### src/rtl/palette_ram_arbiter.sv
// Arbitrates the single-port BG palette RAM between the CPU bus and PPU fetch.
// Narrow CPU writes become an atomic read-modify-write with GBA byte duplication.
module palette_ram_arbiter #(
    parameter int ADDR_W       = 8,
    parameter int CPU_MAX_WAIT = 4
) (
    input  logic              clka,
    input  logic              rsta_n,
    input  logic              cpu_req,
    input  logic              cpu_we,
    input  logic [1:0]        cpu_size,
    input  logic [ADDR_W+1:0] cpu_addr,
    input  logic [31:0]       cpu_wdata,
    output logic              cpu_ready,
    output logic [31:0]       cpu_rdata,
    input  logic              ppu_req,
    input  logic [ADDR_W-1:0] ppu_addr,
    output logic              ppu_gnt,
    output logic              ppu_rvalid,
    output logic [31:0]       ppu_rdata,
    output logic [ADDR_W-1:0] ram_addr,
    output logic              ram_we,
    output logic [31:0]       ram_wdata,
    input  logic [31:0]       ram_rdata
);

    localparam int CW = $clog2(CPU_MAX_WAIT + 1);

    typedef enum logic [1:0] {
        IDLE,
        RMW_WR,
        CPU_DONE
    } state_t;

    state_t            state;
    logic [CW-1:0]     wait_cnt;
    logic [31:0]       merged;
    logic [ADDR_W-1:0] rmw_addr;

    logic              wait_max;
    logic              cpu_win;
    logic              cpu_wide;
    logic [ADDR_W-1:0] cpu_word;
    logic [15:0]       new_half;
    logic [31:0]       merged_d;
    logic              unused_ok;

    assign unused_ok = cpu_addr[0];
    assign wait_max  = (wait_cnt == CW'(CPU_MAX_WAIT));
    assign cpu_win   = (state == IDLE) & cpu_req & (~ppu_req | wait_max);
    assign cpu_wide  = cpu_size[1];
    assign cpu_word  = cpu_addr[ADDR_W+1:2];

    // Byte writes land in both bytes of the addressed halfword.
    assign new_half = cpu_size[0] ? cpu_wdata[15:0]
                                  : {cpu_wdata[7:0], cpu_wdata[7:0]};
    assign merged_d = cpu_addr[1] ? {new_half, ram_rdata[15:0]}
                                  : {ram_rdata[31:16], new_half};

    always_comb begin
        ppu_gnt   = 1'b0;
        ram_addr  = '0;
        ram_we    = 1'b0;
        ram_wdata = '0;
        if (rsta_n) begin
            unique case (state)
                IDLE: begin
                    if (cpu_win) begin
                        ram_addr = cpu_word;
                        if (cpu_we && cpu_wide) begin
                            ram_we    = 1'b1;
                            ram_wdata = cpu_wdata;
                        end
                    end else if (ppu_req) begin
                        ppu_gnt  = 1'b1;
                        ram_addr = ppu_addr;
                    end
                end
                RMW_WR: begin
                    ram_addr  = rmw_addr;
                    ram_we    = 1'b1;
                    ram_wdata = merged;
                end
                CPU_DONE: begin
                    if (ppu_req) begin
                        ppu_gnt  = 1'b1;
                        ram_addr = ppu_addr;
                    end
                end
                default: ;
            endcase
        end
    end

    always_ff @(posedge clka or negedge rsta_n) begin
        if (!rsta_n) begin
            state      <= IDLE;
            wait_cnt   <= '0;
            merged     <= '0;
            rmw_addr   <= '0;
            cpu_ready  <= 1'b0;
            cpu_rdata  <= '0;
            ppu_rvalid <= 1'b0;
            ppu_rdata  <= '0;
        end else begin
            cpu_ready  <= 1'b0;
            ppu_rvalid <= ppu_gnt;
            if (ppu_gnt) begin
                ppu_rdata <= ram_rdata;
            end
            unique case (state)
                IDLE: begin
                    if (cpu_win) begin
                        wait_cnt <= '0;
                        rmw_addr <= cpu_word;
                        if (!cpu_we) begin
                            cpu_rdata <= ram_rdata;
                            cpu_ready <= 1'b1;
                            state     <= CPU_DONE;
                        end else if (cpu_wide) begin
                            cpu_ready <= 1'b1;
                            state     <= CPU_DONE;
                        end else begin
                            merged <= merged_d;
                            state  <= RMW_WR;
                        end
                    end else if (cpu_req && ppu_gnt && !wait_max) begin
                        wait_cnt <= wait_cnt + CW'(1);
                    end
                end
                RMW_WR: begin
                    cpu_ready <= 1'b1;
                    state     <= CPU_DONE;
                end
                CPU_DONE: begin
                    state <= IDLE;
                end
                default: state <= IDLE;
            endcase
        end
    end

endmodule

### config.mk
export PLATFORM = sky130hd
export DESIGN_NAME = palette_ram_arbiter
export DESIGN_NICKNAME = d
export VERILOG_FILES = /design/src/rtl/palette_ram_arbiter.sv
export SDC_FILE = /design/constraint.sdc
export NUM_CORES = 1
export LEC_CHECK = 0
export CAP_MARGIN = 30
export CORE_MARGIN = 2
export CORE_UTILIZATION = 45
export CTS_CLUSTER_SIZE = 10
export DETAILED_ROUTE_END_ITERATION = 12
export GPL_TIMING_DRIVEN = 0
export PLACE_DENSITY = 0.81
export SYNTH_ARGS = -nofsm -noshare
export SYNTH_HDL_FRONTEND = slang
export SYNTH_SLANG_ARGS = --single-unit
### constraint.sdc
create_clock -name clka -period 3.4 [get_ports clka]
set_input_delay 0.68 -clock clka [delete_from_list [all_inputs] [get_ports clka]]
set_output_delay 0.68 -clock clka [all_outputs]
set_load 0.02 [all_outputs]
## Yosys cells after proc, flatten, opt, wreduce, memory -nomap -nowiden

Cells that the tools add are included.

| operators by class | value |
|---|---|
| $add $sub $neg | 1 |
| equal/unequal tests | 4 |
| mux-type cells | 28 |
| bitwise logic cells | 6 |
| reductions and logical operators | 10 |

Operators by type and width:

| cell | number |
|---|---|
| two-way mux 32 bit | 4 |
| case mux 32 bit (2 select lines) | 1 |
| two-way mux 8 bit | 3 |
| case mux 8 bit (3 select lines) | 1 |
| two-way mux 16 bit | 1 |
| two-way mux 1 bit | 9 |
| two-way mux 2 bit | 3 |
| two-way mux 3 bit | 2 |
| case mux 1 bit (2 select lines) | 3 |
| case mux 2 bit (2 select lines) | 1 |
| AND reduction 2 bit | 2 |
| AND reduction 4 bit | 1 |
| adder 3 x 1 -> 3 bit, second input constant | 1 |
| == test 3 bit, second input constant | 1 |
| logical AND 1 bit | 3 |
| inverter 1 bit | 3 |
| AND reduction 3 bit | 1 |
| bitwise AND 1 bit | 2 |
| == test 2 x 1 -> 1 bit, second input constant | 1 |
| == test 2 bit, second input constant | 1 |
| zero test 2 bit | 1 |
| != test 2 bit, second input constant | 1 |
| nonzero test 2 bit | 1 |
| zero test 1 bit | 1 |
| bitwise OR 1 bit | 1 |

| word-level totals | value |
|---|---|
| register bits after elaboration | 111 |
| input bits | 89 |
| output and inout bits | 108 |
| word-level logic and storage cells | 57 |

## Logic depth before layout (Yosys ltp)

Gate-level depths: netlist of the first run.

| logic depth | value |
|---|---|
| depth after elaboration | 10 |
| depth in mapped cells | 7 |
| gate-level depth less buffers | 5 |

## Worst setup path after synthesis of the first run

Ideal clock, no wire load.

| path | value |
|---|---|
| kind | input port to output port |
| start | input cpu_req |
| end | output ram_addr[6] |
| arrival time | 2.077 ns |
| required time | 2.720 ns |
| slack | 0.643 ns |
| cell stages on the path | 5 |
| buffers on the path | 2 |
| cells stage by stage | or3b_4 buf_2 clkbuf_1 o32a_1 a21oi_1 |

| between the ends | value |
|---|---|
| word-level cells in the longest chain between the ends | 5 |

RTL lines:

| what | RTL line | text |
|---|---|---|
| start: declaration | 9 | `input logic cpu_req,` |
| bitwise AND 1 bit (2 in series) | 50 | `assign cpu_win = (state == IDLE) & cpu_req & (~ppu_req \| wait_max);` |
| two-way mux 8 bit | 68 | `if (cpu_win) begin` |
| case mux 8 bit (3 select lines) | 66 | `unique case (state)` |
| two-way mux 8 bit | 65 | `if (rsta_n) begin` |
| end: declaration | 21 | `output logic [ADDR_W-1:0] ram_addr,` |

Every way passes these cells.

## Final worst setup path of the first run

| path | value |
|---|---|
| start | input cpu_req |
| end | output ram_wdata[13] |

| between the ends | value |
|---|---|
| word-level cells in the longest chain between the ends | 5 |

RTL lines:

| what | RTL line | text |
|---|---|---|
| bitwise AND 1 bit (2 in series) | 50 |  |
| two-way mux 32 bit | 68 |  |
| case mux 32 bit (2 select lines) | 66 |  |
| two-way mux 32 bit | 65 |  |
| end: declaration | 23 | `output logic [31:0] ram_wdata,` |

Every way passes these cells.

==> key figures, run 1 <==
Status
  • Outcome: complete, no violations

Floorplanning
  • Initial standard-cell utilization of the core: 45.92%
  • Chip Width: 112.0 um
  • Core footprint: 11420 sq um
  • Die ar.: 12530 sq um
  • Floorplan row count: 39
  • Number of ports placed on the die boundary: 197
  • Floorplan die height: 112.0 um

Routing
  • Average via count per standard cell: 5.515
  • Initial DRT Pass Iterations: 4
  • Post-Route WL: 15500 um
  • Wire length per cell after detailed routing: 20.05 um
  • Via count: 4263
  • Number of violations reported at the end of detailed-routing iteration 0: 261
  • DRC: 0
  • Detail Route Antenna Nets: 0

Cells and area
  • Number of antenna cells inserted: 0
  • Number of nets in the layout: 717
  • Synth-to-layout area growth: 47.01%
  • Post-route standard cell area excluding fillers: 7709 sq um
  • Fraction of the core area covered by cells at the end of the flow: 67.51%
  • Non-filler instance count after layout: 773
  • Fraction of layout cells with a size suffix above 1: 25.08%
  • Number of fill cells in the layout: 882

Yosys
  • Post-synthesis net count: 511
  • Number of library cell types mapped by synthesis: 31
  • Synthesized netlist cell count: 420
  • Share of the synthesized area in compound gates (AO/OA/AOI/OAI): 12.00%
  • Area share of xor/xnor cells in the synthesized design: 0%
  • Synthesized cell area: 5244 sq um
  • Portion of netlist area occupied by mux cells: 25.58%
  • #FFs+latches synth: 111
  • Synth Area per Inst: 12.49 sq um
  • Area fraction in and, or, nand and nor cells after synthesis: 4.915%
  • Proportion of synthesized chip area in sequential cells: 52.97%
  • Number of warnings issued by yosys: 0
  • Largest family of logic cells by synthesized area: multiplexers
  • Arithmetic-cell share of the synthesized area counting full adders, half adders and majority gates: 0.4772%

Place
  • Placer congestion estimate: 0.8291
  • DP Cell Count: 757
  • Number of port buffers: 193
  • Half-perimeter wire length of the detailed placement result: 11430 um
  • Placed cell areas: 7383 sq um

CTS
  • Post-CTS clock slew at the launch and capture registers of the worst setup and hold paths: 0.07 ns
  • CTS tree: built
  • Maximum count of clock buffers along a single path: 2
  • Later-pin clock latency in the skew report: 0.35 ns
  • Number of CTS-inserted buffers: 9
  • Cts hold-fix bufs: 0
  • CTS Root Cell: sky130_fd_sc_hd__clkbuf_16
  • Clock H-tree levels: 3
  • Clock Sink Count: 111

Global routing
  • Overflow left after global routing: 0
  • Global-route wire length before repair: 24740 um
  • Initial antenna violation count: 0
  • Vias in the first global route: 4578
  • Total track usage: 25.28%
  • Maximum number of pins on one net before global-route repair: 46

Setup path
  • Type of the worst setup path: in2out
  • Critical Path AT: 2.68 ns
  • Required time of the critical path: 2.72 ns
  • Critical Path Source Type: input pin
  • Worst-path maximum fanout: 10
  • Endpoint type of the worst setup path: primary output

Timing
  • Final count of negative-setup-slack endpoints: 0
  • Post-route clock period utilization: 98.72%
  • Max-slew violations: 0
  • Actual transition at the worst max-transition pin: 0.6759 ns
  • Unrepaired setup endpoints after global routing: false
  • Final hold viol count: 0
  • Final critical path time including I/O delays and setup: 3.357 ns
  • Worst max-slew margin expressed relative to the limit: 54.94%
  • Timing-limited maximum frequency: 297.9 MHz
  • Worst hold slack after final layout: 0.1828 ns
  • Clock skew: 0.005237 ns

Pwr
  • Leakage: 3.413 nW
  • Power density of the placed cells: 513.3 nW/um^2
  • Max rail drop VDD: 0.3251 mV

Hold path
  • Min-Delay Path Class: in2async

Run
  • Max Cap Viol: 0
critical path, cell delays in order:
cell and delay (ns):
sky130_fd_sc_hd__clkdlybuf4s50_1 0.50, sky130_fd_sc_hd__or3b_4 0.45, sky130_fd_sc_hd__nor4_4 0.15, sky130_fd_sc_hd__buf_4 0.19, sky130_fd_sc_hd__buf_4 0.19, sky130_fd_sc_hd__a22o_1 0.15, sky130_fd_sc_hd__dlygate4sd2_1 0.36
state kept, by name (all words and copies together) (netlist names):
register and cells:
cpu_ready 1, ppu_rvalid 1, merged 32, ppu_rdata 32, rmw_addr 8, state 2, wait_cnt 3, cpu_rdata 32
what timing repair did:
item / CTS / global route
gates resized for setup: 58 / 12
pin swaps: 1 / 0
setup endpoints to repair: 42 / 34
cloned: 1 / 0
setup buffers: 1 / 0
hold endpoints to repair: 0 / 0
where the power goes:
part,switching (W),internal [W]
combinational,0.000527,0.000633
sequential,0.000155,0.00160
clock,0.000470,0.000569
stage by stage:
stage / total power [W] / setup WS (ns) / TNS [ns]
final: 0.003957 / 0.04350 / 0
after global routing: 0.004144 / 0.0009617 / 0
after CTS: 0.003987 / 0.007470 / 0
after detailed placement: 0.002941 / -0.6243 / -20.69
after global placement: 0.002897 / -4.265 / -589.06
after floorplan: 0.002334 / 0.6433 / 0
metal layers:
metal	up-vias	global-route usage, %	routed length, um
li1	1929	-	-
met1	2144	32.38	6505
met2	166	42.06	7493
met3	24	7.458	1193
met4	0	7.236	308
met5	-	0	0
cell usage after synthesis (all sizes together):
| cell | number | area, sq um |
|---|---|---|
| a21bo | 1 | 10.01 |
| a21boi | 1 | 11.26 |
| a21oi | 20 | 100.1 |
| a22o | 32 | 280.3 |
| and3 | 1 | 6.260 |
| buf | 13 | 72.57 |
| clkbuf | 16 | 61.30 |
| dfrtp | 111 | 2778 |
| ha | 2 | 25.02 |
| inv | 21 | 78.83 |
| mux2 | 112 | 1261 |
| mux2i | 8 | 80.08 |
| nand2 | 12 | 45.04 |
| nand2b | 2 | 12.51 |
| nand3 | 8 | 40.04 |
| nand4b | 1 | 8.760 |
| nand4bb | 1 | 11.26 |
| nor2 | 10 | 37.54 |
| nor2b | 2 | 12.51 |
| nor3 | 1 | 10.01 |
| nor3b | 1 | 18.77 |
| nor4 | 1 | 12.51 |
| o21ai | 28 | 140.1 |
| o31ai | 1 | 7.510 |
| o32a | 8 | 80.08 |
| or2 | 1 | 6.260 |
| or3 | 4 | 25.02 |
| or3b | 1 | 11.26 |
cell type report:
class,instances,area [sq um],share of cell area [%]
repair buffers,196,1964,25.48
clock inverters,5,58.81,0.7629
well taps,143,178.9,2.321
inverters,21,78.83,1.023
multi-input cells,259,2271,29.46
plain buffers,28,150.1,1.948
clock buffers,10,229.0,2.970
flip-flops and latches,111,2778,36.03
path summary, 6_finish.rpt:
| check | from | to | slack [ns] | cells after the start |
|---|---|---|---|---|
| min | rsta_n | merged[4]$_DFFE_PN0P_ | 0.18 | 1 |
| min reg2reg | cpu_rdata[6]$_DFFE_PN0P_ | cpu_rdata[6]$_DFFE_PN0P_ | 0.49 | 1 |
| max in group asynchronous | rsta_n | rmw_addr[1]$_DFFE_PN0P_ | 2.56 | 2 |
| min in group clka | cpu_rdata[6]$_DFFE_PN0P_ | cpu_rdata[6]$_DFFE_PN0P_ | 0.49 | 1 |
| max reg2reg | wait_cnt[0]$_DFFE_PN0P_ | cpu_rdata[15]$_DFFE_PN0P_ | 1.22 | 6 |
| max | cpu_req | ram_wdata[13] | 0.04 | 7 |
cell usage in the layout, fill, tap and decap left out, types with 2 or more instances in the layout:
master / instances
sky130_fd_sc_hd__nand2_1: 12
sky130_fd_sc_hd__buf_2: 7
sky130_fd_sc_hd__ha_1: 2
sky130_fd_sc_hd__or3_1: 4
sky130_fd_sc_hd__buf_4: 8
sky130_fd_sc_hd__clkinvlp_4: 2
sky130_fd_sc_hd__dlymetal6s2s_1: 3
sky130_fd_sc_hd__mux2i_1: 8
sky130_fd_sc_hd__mux2_2: 109
sky130_fd_sc_hd__clkbuf_16: 9
sky130_fd_sc_hd__mux2_1: 3
sky130_fd_sc_hd__clkbuf_1: 9
sky130_fd_sc_hd__nand2b_1: 2
sky130_fd_sc_hd__inv_1: 21
sky130_fd_sc_hd__nor2_1: 10
sky130_fd_sc_hd__clkdlybuf4s15_1: 5
sky130_fd_sc_hd__a22o_1: 32
sky130_fd_sc_hd__dlygate4sd2_1: 31
sky130_fd_sc_hd__dfrtp_1: 111
sky130_fd_sc_hd__o21ai_0: 28
sky130_fd_sc_hd__nand3_1: 8
sky130_fd_sc_hd__clkdlybuf4s50_1: 150
sky130_fd_sc_hd__nor2b_1: 2
sky130_fd_sc_hd__o32a_1: 8
sky130_fd_sc_hd__clkbuf_2: 7
sky130_fd_sc_hd__a21oi_1: 19
cells by family (layout without fill, tap and decap cells):
group                    Yosys count  after routing
AND/OR/NAND/NOR                   46             46
AO/OA/AOI/OAI                     91             91
adder cells (fa/ha/maj)            2              2
flip-flops                       111            111
multiplexers                     120            120
buffers and inverters             50            260
(Power assumes the default switching activity.)
==> run 2, diff against run 1 <==
--- a/config.mk
+++ b/config.mk
@@ -7,11 +7,11 @@
 export LEC_CHECK = 0
 export CAP_MARGIN = 30
 export CORE_MARGIN = 2
-export CORE_UTILIZATION = 45
+export CORE_UTILIZATION = 48
 export CTS_CLUSTER_SIZE = 10
 export DETAILED_ROUTE_END_ITERATION = 12
 export GPL_TIMING_DRIVEN = 0
-export PLACE_DENSITY = 0.81
+export PLACE_DENSITY = 0.86
 export SYNTH_ARGS = -nofsm -noshare
 export SYNTH_HDL_FRONTEND = slang
 export SYNTH_SLANG_ARGS = --single-unit
==> constraint.sdc (replaced) <==
create_clock -name clka -period 4.2 [get_ports clka]
set_input_delay 0.84 -clock clka [delete_from_list [all_inputs] [get_ports clka]]
set_output_delay 0.84 -clock clka [all_outputs]
set_load 0.02 [all_outputs]
==> run 2 against run 1 <==
Compared with the run above:
- setup slack improved by 0.12 ns
- first-iteration DRC count decreased by 8.0%
- non-clock buffer count decreased by 2
- flip-flop and latch count unchanged
==> key figures, run 2 (synthesis gave the netlist of run 1 again) <==
Timing
  • Unrepaired setup endpoints after global routing: false
  • Actual transition at the worst max-transition pin: 0.6519 ns
  • Worst max-slew margin expressed relative to the limit: 56.54%
  • Clock skew: 0.01329 ns
  • Max-slew violations: 0
  • Post-route clock period utilization: 96.08%
  • Final critical path time including I/O delays and setup: 4.035 ns
  • Final hold viol count: 0
  • Setup TNS Final: 0 ns
  • Timing-limited maximum frequency: 247.8 MHz
  • Final count of negative-setup-slack endpoints: 0

Setup path
  • Required time of the critical path: 3.36 ns
  • Critical Path AT: 3.20 ns
  • Most repeated library cell on the critical path: sky130_fd_sc_hd__clkdlybuf4s50_1
  • Critical-path cell list: clkdlybuf4s50_1 > or3b_4 > nor4_4 > buf_2 > a22o_1 > clkdlybuf4s50_1
  • Critical path's slowest cell: sky130_fd_sc_hd__clkdlybuf4s50_1
  • Endpoint type of the worst setup path: primary output
  • Critical Path Source Type: input pin
  • Type of the worst setup path: in2out
  • Worst-path maximum fanout: 10
  • Delay of the slowest critical-path stage: 0.65 ns

Global routing
  • Total track usage: 26.16%
  • Global-route wire length before repair: 23330 um
  • Initial antenna violation count: 0
  • Overflow left after global routing: 0
  • Vias in the first global route: 4383
  • Maximum number of pins on one net before global-route repair: 69

Floorplanning
  • Core footprint: 10750 sq um
  • Initial standard-cell utilization of the core: 48.80%
  • Chip Width: 108.5 um
  • Floorplan row count: 38
  • Die ar.: 11780 sq um
  • Floorplan die height: 108.5 um
  • Number of ports placed on the die boundary: 197

Pwr
  • Leakage: 3.141 nW
  • Power density of the placed cells: 393.8 nW/um^2
  • Overall power after layout: 0.002982 W
  • Max rail drop VDD: 0.2692 mV

Cells and area
  • Non-filler instance count after layout: 769
  • Most frequent standard cell in the layout excluding fill and tap cells: sky130_fd_sc_hd__clkdlybuf4s50_1
  • Number of nets in the layout: 715
  • Fraction of the core area covered by cells at the end of the flow: 70.48%
  • Most frequent cells in the layout: sky130_fd_sc_hd__clkdlybuf4s50_1 (191), sky130_fd_sc_hd__dfrtp_1 (111), sky130_fd_sc_hd__mux2_2 (109)
  • Fraction of layout cells with a size suffix above 1: 23.53%
  • Number of antenna cells inserted: 0
  • Regs by FF count: cpu_rdata: 32 flops, merged: 32 flops, ppu_rdata: 32 flops
  • Post-route standard cell area excluding fillers: 7574 sq um
  • Number of fill cells in the layout: 787
  • Synth-to-layout area growth: 44.43%

Routing
  • Number of violations reported at the end of detailed-routing iteration 0: 240
  • Average via count per standard cell: 5.473
  • Post-Route WL: 15070 um
  • Wire length per cell after detailed routing: 19.60 um
  • Initial DRT Pass Iterations: 5
  • Detail Route Antenna Nets: 0
  • DRC: 0
  • Via count: 4209

CTS
  • Later-pin clock latency in the skew report: 0.38 ns
  • Clock Sink Count: 111
  • Clock H-tree levels: 3
  • CTS Root Cell: sky130_fd_sc_hd__clkbuf_8
  • CTS tree: built
  • Cts hold-fix bufs: 0
  • Maximum count of clock buffers along a single path: 2
  • Number of CTS-inserted buffers: 9
  • Post-CTS clock slew at the launch and capture registers of the worst setup and hold paths: 0.11 ns

Hold path
  • Min-Delay Path Class: in2async

Place
  • Placed cell areas: 7376 sq um
  • Placer congestion estimate: 0.8394
  • Half-perimeter wire length of the detailed placement result: 11500 um
  • DP Cell Count: 754
  • Number of port buffers: 193

Status
  • Outcome: complete, no violations

Run
  • Max Cap Viol: 0
-- run 2: area by class of cell --
class	instances	area, sq um	area share [%]
Inverter	21	78.83	1.041
Buffer	28	133.9	1.768
Clock buffer	9	123.9	1.636
Sequential cell	111	2778	36.68
Timing Repair Buffer	194	1959	25.87
Clock inverter	7	62.56	0.8260
Multi-Input combinational cell	259	2262	29.87
Tap cell	140	175.2	2.313
-- run 2: critical path, delay by kind of cell --
family | cells | cell delay [ns]
AO/OA/AOI/OAI | 1 | 0.16
buffers and inverters | 3 | 1.47
AND/OR/NAND/NOR | 2 | 0.72
-- run 2: per-layer routing --
metal	track usage (%)	vias to the layer above	routed length, um
met5	0	-	0
met4	9.158	0	308
met3	6.751	26	1152
met2	43.39	158	7479
met1	33.28	2099	6134
li1	-	1926	-
-- run 2: report_power, final --
group / internal [W] / leakage, nW / total (W) / switching [W]
combinational: 0.000513 / 1.71 / 0.000936 / 0.000424
clock: 0.000229 / 0.0927 / 0.000619 / 0.000390
sequential: 0.00130 / 1.33 / 0.00143 / 0.000131
-- run 2: final timing paths --
path / slack [ns] / startpoint / cells past startpoint / end
worst max register to register: 1.84 / wait_cnt[0]$_DFFE_PN0P_ / 6 / ppu_rdata[17]$_DFFE_PN0P_
worst min register to register: 0.50 / cpu_rdata[6]$_DFFE_PN0P_ / 1 / cpu_rdata[6]$_DFFE_PN0P_
min in group clka: 0.50 / cpu_rdata[6]$_DFFE_PN0P_ / 1 / cpu_rdata[6]$_DFFE_PN0P_
worst max-delay path: 0.16 / cpu_req / 6 / ram_wdata[14]
max in group asynchronous: 2.97 / rsta_n / 2 / ppu_rdata[22]$_DFFE_PN0P_
worst min-delay path: 0.47 / rsta_n / 1 / ppu_rdata[19]$_DFFE_PN0P_
-- run 2: repair_timing --
item / in CTS / in global routing
endpoints found under the setup margin: 30 / 19
pin swaps: 0 / 1
gates resized for setup: 1 / 4
hold endpoints to repair: 0 / 0
buffers inserted: 0 / 0
-- run 2: through the flow --
stage	hold slack [ns]	setup slack, ns
final	0.4680	0.1647
after floorplan	0.4585	1.123
after CTS	0.4858	0.01563
after global placement	0.4697	-3.727
after detailed placement	0.4806	-0.09665
after global routing	0.5143	0.01173
==> run 3, diff against run 2 <==
--- a/config.mk
+++ b/config.mk
@@ -7,11 +7,12 @@
 export LEC_CHECK = 0
 export CAP_MARGIN = 30
 export CORE_MARGIN = 2
-export CORE_UTILIZATION = 48
+export CORE_UTILIZATION = 45
 export CTS_CLUSTER_SIZE = 10
 export DETAILED_ROUTE_END_ITERATION = 12
 export GPL_TIMING_DRIVEN = 0
-export PLACE_DENSITY = 0.86
+export HOLD_SLACK_MARGIN = 0.03
+export PLACE_DENSITY = 0.81
 export SYNTH_ARGS = -nofsm -noshare
 export SYNTH_HDL_FRONTEND = slang
 export SYNTH_SLANG_ARGS = --single-unit
==> constraint.sdc (replaced) <==
create_clock -name clka -period 4.4 [get_ports clka]
set_input_delay 0.88 -clock clka [delete_from_list [all_inputs] [get_ports clka]]
set_output_delay 0.88 -clock clka [all_outputs]
set_load 0.02 [all_outputs]
==> run 3 against run 2 <==
Compared with the run above:
- final cell count increased by 0.39%
- critical path depth stayed put
- clock skew shrank 0.0076 ns
- design area increased by 1.4%
- total power rose by 2.5%
- first-iteration DRC count is 11% lower
- combinational power fell by 4.4%
- setup slack worse by 0.070 ns
- critical path type unchanged
- largest power group unchanged
==> key figures, run 3 (synthesis gave the netlist of run 1 again) <==
Cells and area
  • Number of fill cells in the layout: 876
  • Fraction of layout cells with a size suffix above 1: 23.21%
  • Regs by FF count: cpu_rdata: 32 flops, merged: 32 flops, ppu_rdata: 32 flops
  • Number of antenna cells inserted: 0
  • Most frequent standard cell in the layout excluding fill and tap cells: sky130_fd_sc_hd__clkdlybuf4s50_1
  • Register Area: 2778 sq um
  • Combined area of the multi-input logic cells: 2262 sq um
  • Most frequent cells in the layout: sky130_fd_sc_hd__clkdlybuf4s50_1 (192), sky130_fd_sc_hd__dfrtp_1 (111), sky130_fd_sc_hd__mux2_2 (109)
  • Number of nets in the layout: 716
  • Synth-to-layout area growth: 46.48%
  • Post-route standard cell area excluding fillers: 7681 sq um

Global routing
  • Met2 layer usage reported by global route: 41.33%
  • Overflow left after global routing: 0
  • Highest-utilization routing layer at the global route stage: met2
  • Global-route wire length before repair: 24510 um
  • GRT met1 Usage: 31.92%
  • Grt met3 use: 7.403%
  • Maximum number of pins on one net before global-route repair: 90
  • Vias in the first global route: 4552
  • Initial antenna violation count: 0
  • Total track usage: 24.91%

CTS
  • Maximum count of clock buffers along a single path: 2
  • Clock H-tree levels: 3
  • Post-CTS clock slew at the launch and capture registers of the worst setup and hold paths: 0.07 ns
  • Clock Sink Count: 111
  • Number of CTS-inserted buffers: 9
  • Setup fix buffers added after clock tree synthesis: 0
  • Later-pin clock latency in the skew report: 0.35 ns
  • CTS Root Cell: sky130_fd_sc_hd__clkbuf_16
  • CTS tree: built

Place
  • Placer congestion estimate: 0.8291
  • Placed cell areas: 7383 sq um
  • Half-perimeter wire length of the detailed placement result: 11430 um
  • Number of port buffers: 193

Setup path
  • Most repeated library cell on the critical path: sky130_fd_sc_hd__clkdlybuf4s50_1
  • Endpoint type of the worst setup path: primary output
  • Critical Path Source Type: input pin
  • Count of buffering cells on the critical path with inverters included: 3
  • Critical path's slowest cell: sky130_fd_sc_hd__clkdlybuf4s50_1
  • Critical Path AT: 3.42 ns
  • Critical-path cell list: clkdlybuf4s50_1 > or3b_4 > nor4_4 > buf_2 > a22o_1 > clkdlybuf4s50_1
  • Required time of the critical path: 3.52 ns
  • Delay of the slowest critical-path stage: 0.63 ns
  • Type of the worst setup path: in2out
  • Worst-path maximum fanout: 10
  • Top delay family on crit path: buffers and inverters

Timing
  • Max-slew violations: 0
  • Worst max-slew margin expressed relative to the limit: 55.64%
  • Unrepaired setup endpoints after global routing: false
  • Post-route clock period utilization: 97.84%
  • Final hold viol count: 0
  • Worst hold slack after final layout: 0.4015 ns
  • Setup TNS Final: 0 ns
  • Actual transition at the worst max-transition pin: 0.6654 ns
  • Timing-limited maximum frequency: 232.3 MHz
  • Final count of negative-setup-slack endpoints: 0
  • Final critical path time including I/O delays and setup: 4.305 ns
  • Clock skew: 0.005715 ns

Routing
  • Average via count per standard cell: 5.488
  • Initial DRT Pass Iterations: 4
  • Via count: 4237
  • Detail Route Antenna Nets: 0
  • Post-Route WL: 15270 um
  • Number of violations reported at the end of detailed-routing iteration 0: 213
  • DRC: 0
  • Wire length per cell after detailed routing: 19.78 um

Floorplanning
  • Die ar.: 12530 sq um
  • Number of ports placed on the die boundary: 197
  • Core footprint: 11420 sq um
  • Floorplan row count: 39
  • Floorplan die height: 112.0 um
  • Chip Width: 112.0 um
  • Initial standard-cell utilization of the core: 45.92%

Hold path
  • Min-Delay Path Class: in2async

Run
  • Max Cap Viol: 0

Pwr
  • Max rail drop VDD: 0.2525 mV
  • Power density of the placed cells: 398.0 nW/um^2
  • Leakage: 3.171 nW

Status
  • Outcome: complete, no violations
-- run 3: cell types whose count changed in the layout (fill, tap and decap cells not counted), sizes merged --
| cell | before | now |
|---|---|---|
| inv | 25 | 22 |
| buf | 14 | 15 |
| clkbuf | 25 | 26 |
| clkdlybuf4s50 | 191 | 192 |
| clkinvlp | 1 | 2 |
| clkinv | 2 | 1 |
| bufinv | 0 | 1 |
| dlymetal6s2s | 1 | 0 |
-- run 3: per-layer routing --
layer | share of wire, % | wire (um)
met1 | 43 | 6497
met2 | 48 | 7365
met3 | 7.3 | 1122
met4 | 1.9 | 285
met5 | 0 | 0
-- run 3: per-stage QoR --
stage | setup WS [ns] | total power [W] | utilization [%] | instances
6_report | 0.09523 | 0.003057 | 67.27 | 772
5_1_grt | 0.007990 | 0.003201 | 67.27 | 772
4_1_cts | 0.1060 | 0.003081 | 67.26 | 772
3_5_place_dp | -0.02431 | 0.002272 | 64.66 | 757
3_3_place_gp | -3.665 | 0.002238 | 64.41 | 756
2_1_floorplan | 1.243 | 0.001803 | - | 420
-- run 3: cell type report --
cell class	count	area share [%]
clock inverters	5	0.7656
plain buffers	29	1.759
clock buffers	10	2.981
inverters	21	1.026
well taps	143	2.329
multi-input cells	259	29.45
flip-flops and latches	111	36.16
repair buffers	194	25.53
-- run 3: worst reg2reg max path, cell delays in order, from the launching register on --
cell and delay, ns:
sky130_fd_sc_hd__dfrtp_1 0.39, sky130_fd_sc_hd__inv_1 0.07, sky130_fd_sc_hd__ha_1 0.25, sky130_fd_sc_hd__nand4b_1 0.32
sky130_fd_sc_hd__and3_1 0.22, sky130_fd_sc_hd__clkbuf_1 0.38, sky130_fd_sc_hd__buf_2 0.37, sky130_fd_sc_hd__mux2_2 0.38
-- run 3: path summary, 6_finish.rpt --
check                                          from                         to  slack (ns)  cells past startpoint
setup / recovery                            cpu_req              ram_wdata[20]         0.1                      6
hold / removal                               rsta_n      merged[4]$_DFFE_PN0P_        0.40                      1
setup reg to reg            wait_cnt[0]$_DFFE_PN0P_   ppu_rdata[7]$_DFFE_PN0P_        1.92                      7
hold reg to reg            cpu_rdata[6]$_DFFE_PN0P_   cpu_rdata[6]$_DFFE_PN0P_        0.49                      1
max in group asynchronous                    rsta_n  ppu_rdata[11]$_DFFE_PN0P_        3.28                      2
min in group clka          cpu_rdata[6]$_DFFE_PN0P_   cpu_rdata[6]$_DFFE_PN0P_        0.49                      1
-- run 3: power by group --
group | switching, W | internal, W
logic | 0.000405 | 0.000490
clock network | 0.000363 | 0.000440
registers | 0.000120 | 0.00124
-- run 3: timing repair --
action,in CTS,in global routing
pin swaps,0,0
resized for setup,1,2
hold buffers,0,0
endpoints found under the setup margin,13,2
==> RTL change 1: new RTL, config.mk and constraints of run 3 <==
`ADDR_W`: 8 -> 9.
--- a/src/rtl/palette_ram_arbiter.sv
+++ b/src/rtl/palette_ram_arbiter.sv
@@ -2,5 +2,5 @@
 // Narrow CPU writes become an atomic read-modify-write with GBA byte duplication.
 module palette_ram_arbiter #(
-    parameter int ADDR_W       = 8,
+    parameter int ADDR_W       = 9,
     parameter int CPU_MAX_WAIT = 4
 ) (
Interface: changed (resized cpu_addr, ppu_addr and ram_addr); port bits go from 197 to 200. No check against the original RTL was run, so the function may have changed too.
==> RTL change 1 against run 3 <==
Critical path depth rose by 1. First-iteration DRC count rose by 0.47%. Global-route usage barely moved. Synthesized cell count fell by 2.6%. Critical path type unchanged. Worst setup slack got worse by 0.0025 ns. Sequential cell count rose by 1. Area after synthesis rose by 1.0%. Non-clock buffer count rose by 4. Largest power group unchanged. Core utilization rose by 0.68 points. Final area rose by 1.4%. Routed wire length rose by 1.8%. Total power rose by 3.2%.
==> RTL change 1: results (changes against run 3) <==
metric	value	unit	change
status	finished, final reports clean		
n_antenna_cell	0		unchanged
multi_input_area	2320	um2	+2.4%
synth-xor-area-share	0	%	unchanged
synth.top_cells.by_count	dfrtp_1 (112), mux2_2 (109), a22o_1 (32)		
drtIter0Drc	214		+0.47%
ys_seq_area_share	52.9	%	-0.053 points
grt_max_degree	86		-4.4%
dr.pass1.iters	4		unchanged
cts.clk_slew.worst_paths	0.07	ns	about the same
bufAreaShareNonClock	27.7	%	+0.43 points
fillCellCount	865		-1.3%
vias	4234		-0.071%
cp_max_fo	10		unchanged
synthDistinctLibCells	32		+3.2%
syn-instance-count	409		-2.6%
buffers	227		+1.8%
dp_hpwl	11600	um	+1.8%
synthFlopType	dfrtp_1		
synthTopCellsByArea	dfrtp_1 (53%), mux2_2 (23%), a22o_1 (5.3%)		
cts.sinks	112		+0.90%
leakage	0.00320	uW	+0.94%
clock_buffers	9		-1
synth_mux_area_share	25.3	%	-0.25 points
synthesis.nets	502		-1.8%
irDropWorstVdd	0.000281	V	+11%
nNonClkInverters	4		-81%
cts-resized-gates	0		-1
clkCellAreaFrac	4.09	%	+0.35 points
tightestPinTransition	0.670	ns	+0.00451 ns
final_nets	710		-0.84%
syn2layout_area_growth	47.1	%	
layout-drive-gt1-share	24.5	%	+1.3 points
grt_first_pass_wirelength	24600	um	+0.28%
finalInstanceArea	7790	um2	+1.4%
antenna_found_initial	0		unchanged
synth_fa_ha_area_share	0.472	%	-0.0047 points
yosysWarningCount	0		unchanged
viasPerCell	5.54		+0.98%
ant_nets	0		unchanged
synth_compound_area_share	11.4	%	-0.64 points
clock_latency	0.35	ns	about the same
cts_max_level	3		unchanged
place_ws	0.0853	ns	+0.110 ns
dpl_cell_area	7470	um2	+1.1%
gp_congestion	0.792		-4.5%
critPathArrivalTime	3.43	ns	about the same
hp-class	in -> async		
clock-skew-final	0.00772	ns	+0.00201 ns
wl_per_cell	20.4	um	+2.9%
first_global_vias	4567		+0.33%
post-cts-setup-buffers	0		unchanged
track_usage	24.9	%	-0.049 points
cts_root_buf	clkbuf_16		
clock_path_buffers	2		unchanged
port-buffer-count	196		+1.6%
ff_latch_area	2800	um2	+0.90%
multi_input_gates	263		+1.5%
placed_cells	749		-1.1%
## RTL change 1: changes by cell type in the layout (fill, tap and decap cells not counted), sizes merged, moves of 8 or more
cell | before | now
a32oi | 0 | 9
inv | 22 | 5
nand2 | 12 | 21
nand3 | 8 | 0
o21ai | 28 | 19
o32a | 8 | 0
or3b | 1 | 10
## RTL change 1: where the power goes
part           switching, uW  total, uW  internal (uW)  leakage, uW
logic                    407        900            493      0.00170
clock network            386        887            501     0.000152
registers                118       1370           1250      0.00135
## RTL change 1: logic make-up after synthesis
group | Yosys count
adder cells (fa/ha/maj) | 2
AND/OR/NAND/NOR | 55
flip-flops | 112
buffers and inverters | 34
multiplexers | 120
AO/OA/AOI/OAI | 86
## RTL change 1: final timing paths
kind                       cells after the start                         to  slack [ns]                      from
max                                            7                ram_addr[2]        0.09                   cpu_req
min                                            1  cpu_rdata[18]$_DFFE_PN0P_        0.42                    rsta_n
max reg2reg                                    6  ppu_rdata[22]$_DFFE_PN0P_        2.21      state[0]$_DFFE_PN0P_
min reg2reg                                    1   cpu_rdata[6]$_DFFE_PN0P_        0.49  cpu_rdata[6]$_DFFE_PN0P_
max in group asynchronous                      2     merged[14]$_DFFE_PN0P_        3.26                    rsta_n
min in group clka                              1   cpu_rdata[6]$_DFFE_PN0P_        0.49  cpu_rdata[6]$_DFFE_PN0P_
## RTL change 1: routing by layer
| metal | global-route usage [%] | part of all wire [%] |
|---|---|---|
| met5 | 0 | 0 |
| met1 | 31.6 | 42 |
| met2 | 41.6 | 49 |
| met3 | 5.67 | 6.4 |
| met4 | 9.67 | 2.9 |
## RTL change 1: critical path, stage by stage
cell and delay, ns:
clkdlybuf4s50_1 0.51, or3b_1 0.34, buf_2 0.20, clkbuf_1 0.25, or3b_1 0.46, a21oi_1 0.16
clkdlybuf4s50_1 0.63
==> RTL change 2: new RTL, config.mk and constraints of run 3 <==
Made on the original files. Make the reset (`rsta_n`) synchronous in one clocked block.
--- a/src/rtl/palette_ram_arbiter.sv
+++ b/src/rtl/palette_ram_arbiter.sv
@@ -93,5 +93,5 @@
     end
 
-    always_ff @(posedge clka or negedge rsta_n) begin
+    always_ff @(posedge clka) begin
         if (!rsta_n) begin
             state      <= IDLE;
Formal check against the unedited RTL: differs if rsta_n is asserted again (counterexample within 4 cycles, from zero or initial values and one cycle with rsta_n low); with rsta_n held inactive, the same outputs for 4 cycles.
==> RTL change 2 against run 3 <==
Sequential cell count did not move. Non-clock buffer count rose by 34. Die area rose by 2.7%. Core utilization rose by 0.32 points. Via count rose by 32%. Area after synthesis rose by 2.8%. Largest cell class is now multi-input gates. Routed wire length rose by 27%. Final area rose by 1.8%. Maximum frequency fell by 0.45%. Worst setup slack got worse by 0.020 ns.
Power is not compared: it rests on default switching activity, and its combinational part moved more than twofold at a synthesized area within 25%.
==> RTL change 2: results (changes against run 3) <==
metric	value	unit	change
final_nets	902		+26%
gp_congestion	0.919		+11%
grt_max_degree	20		-78%
r2r_end	merged[13]$_SDFFE_PN0P_		
layout-drive-gt1-share	8.82	%	-14 points
r2r_cells	8		+1
synthesis.nets	698		+37%
drtIter0Drc	360		+69%
period_share	98.3	%	+0.45 points
synthTopCellsByArea	dfxtp_1 (41%), mux2i_1 (12%), nand2_1 (5.4%)		
slew_headroom	58.6	%	+2.9 points
dr.pass1.iters	5		+1
clock-skew-final	0.0144	ns	+0.00868 ns
wl	19300	um	+27%
hp-class	reg -> reg		
rr_startpoint	wait_cnt[0]$_SDFFE_PN0P_		
antenna_found_initial	0		unchanged
fillCellCount	974		+11%
status	finished, final reports clean		
grt_first_pass_wirelength	29800	um	+21%
async_flop_share	0	%	-100 points
synthFlopType	dfxtp_1		
first_global_vias	5709		+25%
ys_seq_area_share	41.2	%	-12 points
synth.top_cells.by_count	dfxtp_1 (111), nand2_1 (77), mux2i_1 (64)		
place_ws	-0.0402	ns	-0.0159 ns
yosysWarningCount	0		unchanged
synthDistinctLibCells	42		+35%
track_usage	29.3	%	+4.4 points
RTL change 2: worst max path at each step:
stage,endpoint
floorplan,ram_we
global placement,ram_wdata[6]
detailed placement,ram_wdata[9]
CTS,ram_wdata[6]
global route,ram_wdata[9]
finish,ram_wdata[9]
RTL change 2: cells by family after synthesis:
family                     after synthesis  synth area share (%)
muxes                                   72                  13.6
and+or+nand+nor                        172                  16.2
adders and majority gates                2                 0.464
DFF                                    111                  41.2
buffers and inverters                   70                  5.87
AOI/OAI and AO/OA                      180                  22.7
RTL change 2: power by group:
part | switching, uW | internal (uW) | total (uW)
clock | 404 | 453 | 857
sequential | 22.9 | 1050 | 1070
combinational | 234 | 205 | 438
RTL change 2: metal layers:
layer | track usage (%) | share of wire (%) | up-vias
li1 | - | - | 2619
met1 | 35.8 | 41 | 2665
met2 | 51.5 | 49 | 270
met3 | 5.74 | 7.3 | 52
met4 | 10.6 | 3.3 | 0
met5 | 0 | 0 | -
RTL change 2: repair_timing:
action,in CTS,in global routing
setup endpoints to repair,19,13
resized for setup,1,6
cloned,0,0
RTL change 2: per-stage QoR:
step           util, %  hold slack [ns]  instances  power [uW]  cell area [um2]
6_report          67.6            0.463        959        2360             7820
5_1_grt           67.6            0.478        959        2440             7820
4_1_cts           67.6            0.460        959        2360             7810
3_5_place_dp      64.9            0.447        943        1520             7500
3_3_place_gp      64.9            0.444        943        1510             7500
2_1_floorplan        -            0.435        607        1300             5390
RTL change 2: final cells by class:
class                           instances  area [um2]  area share [%]
Inverter                                6        22.5           0.288
Clock buffer                           10         229            2.93
Buffer                                 64         298            3.81
Multi-Input combinational cell        426        2860            36.6
Tap cell                              143         179            2.29
Sequential cell                       111        2220            28.4
Timing Repair Buffer                  193        1930            24.7
Clock inverter                          6        76.3           0.976
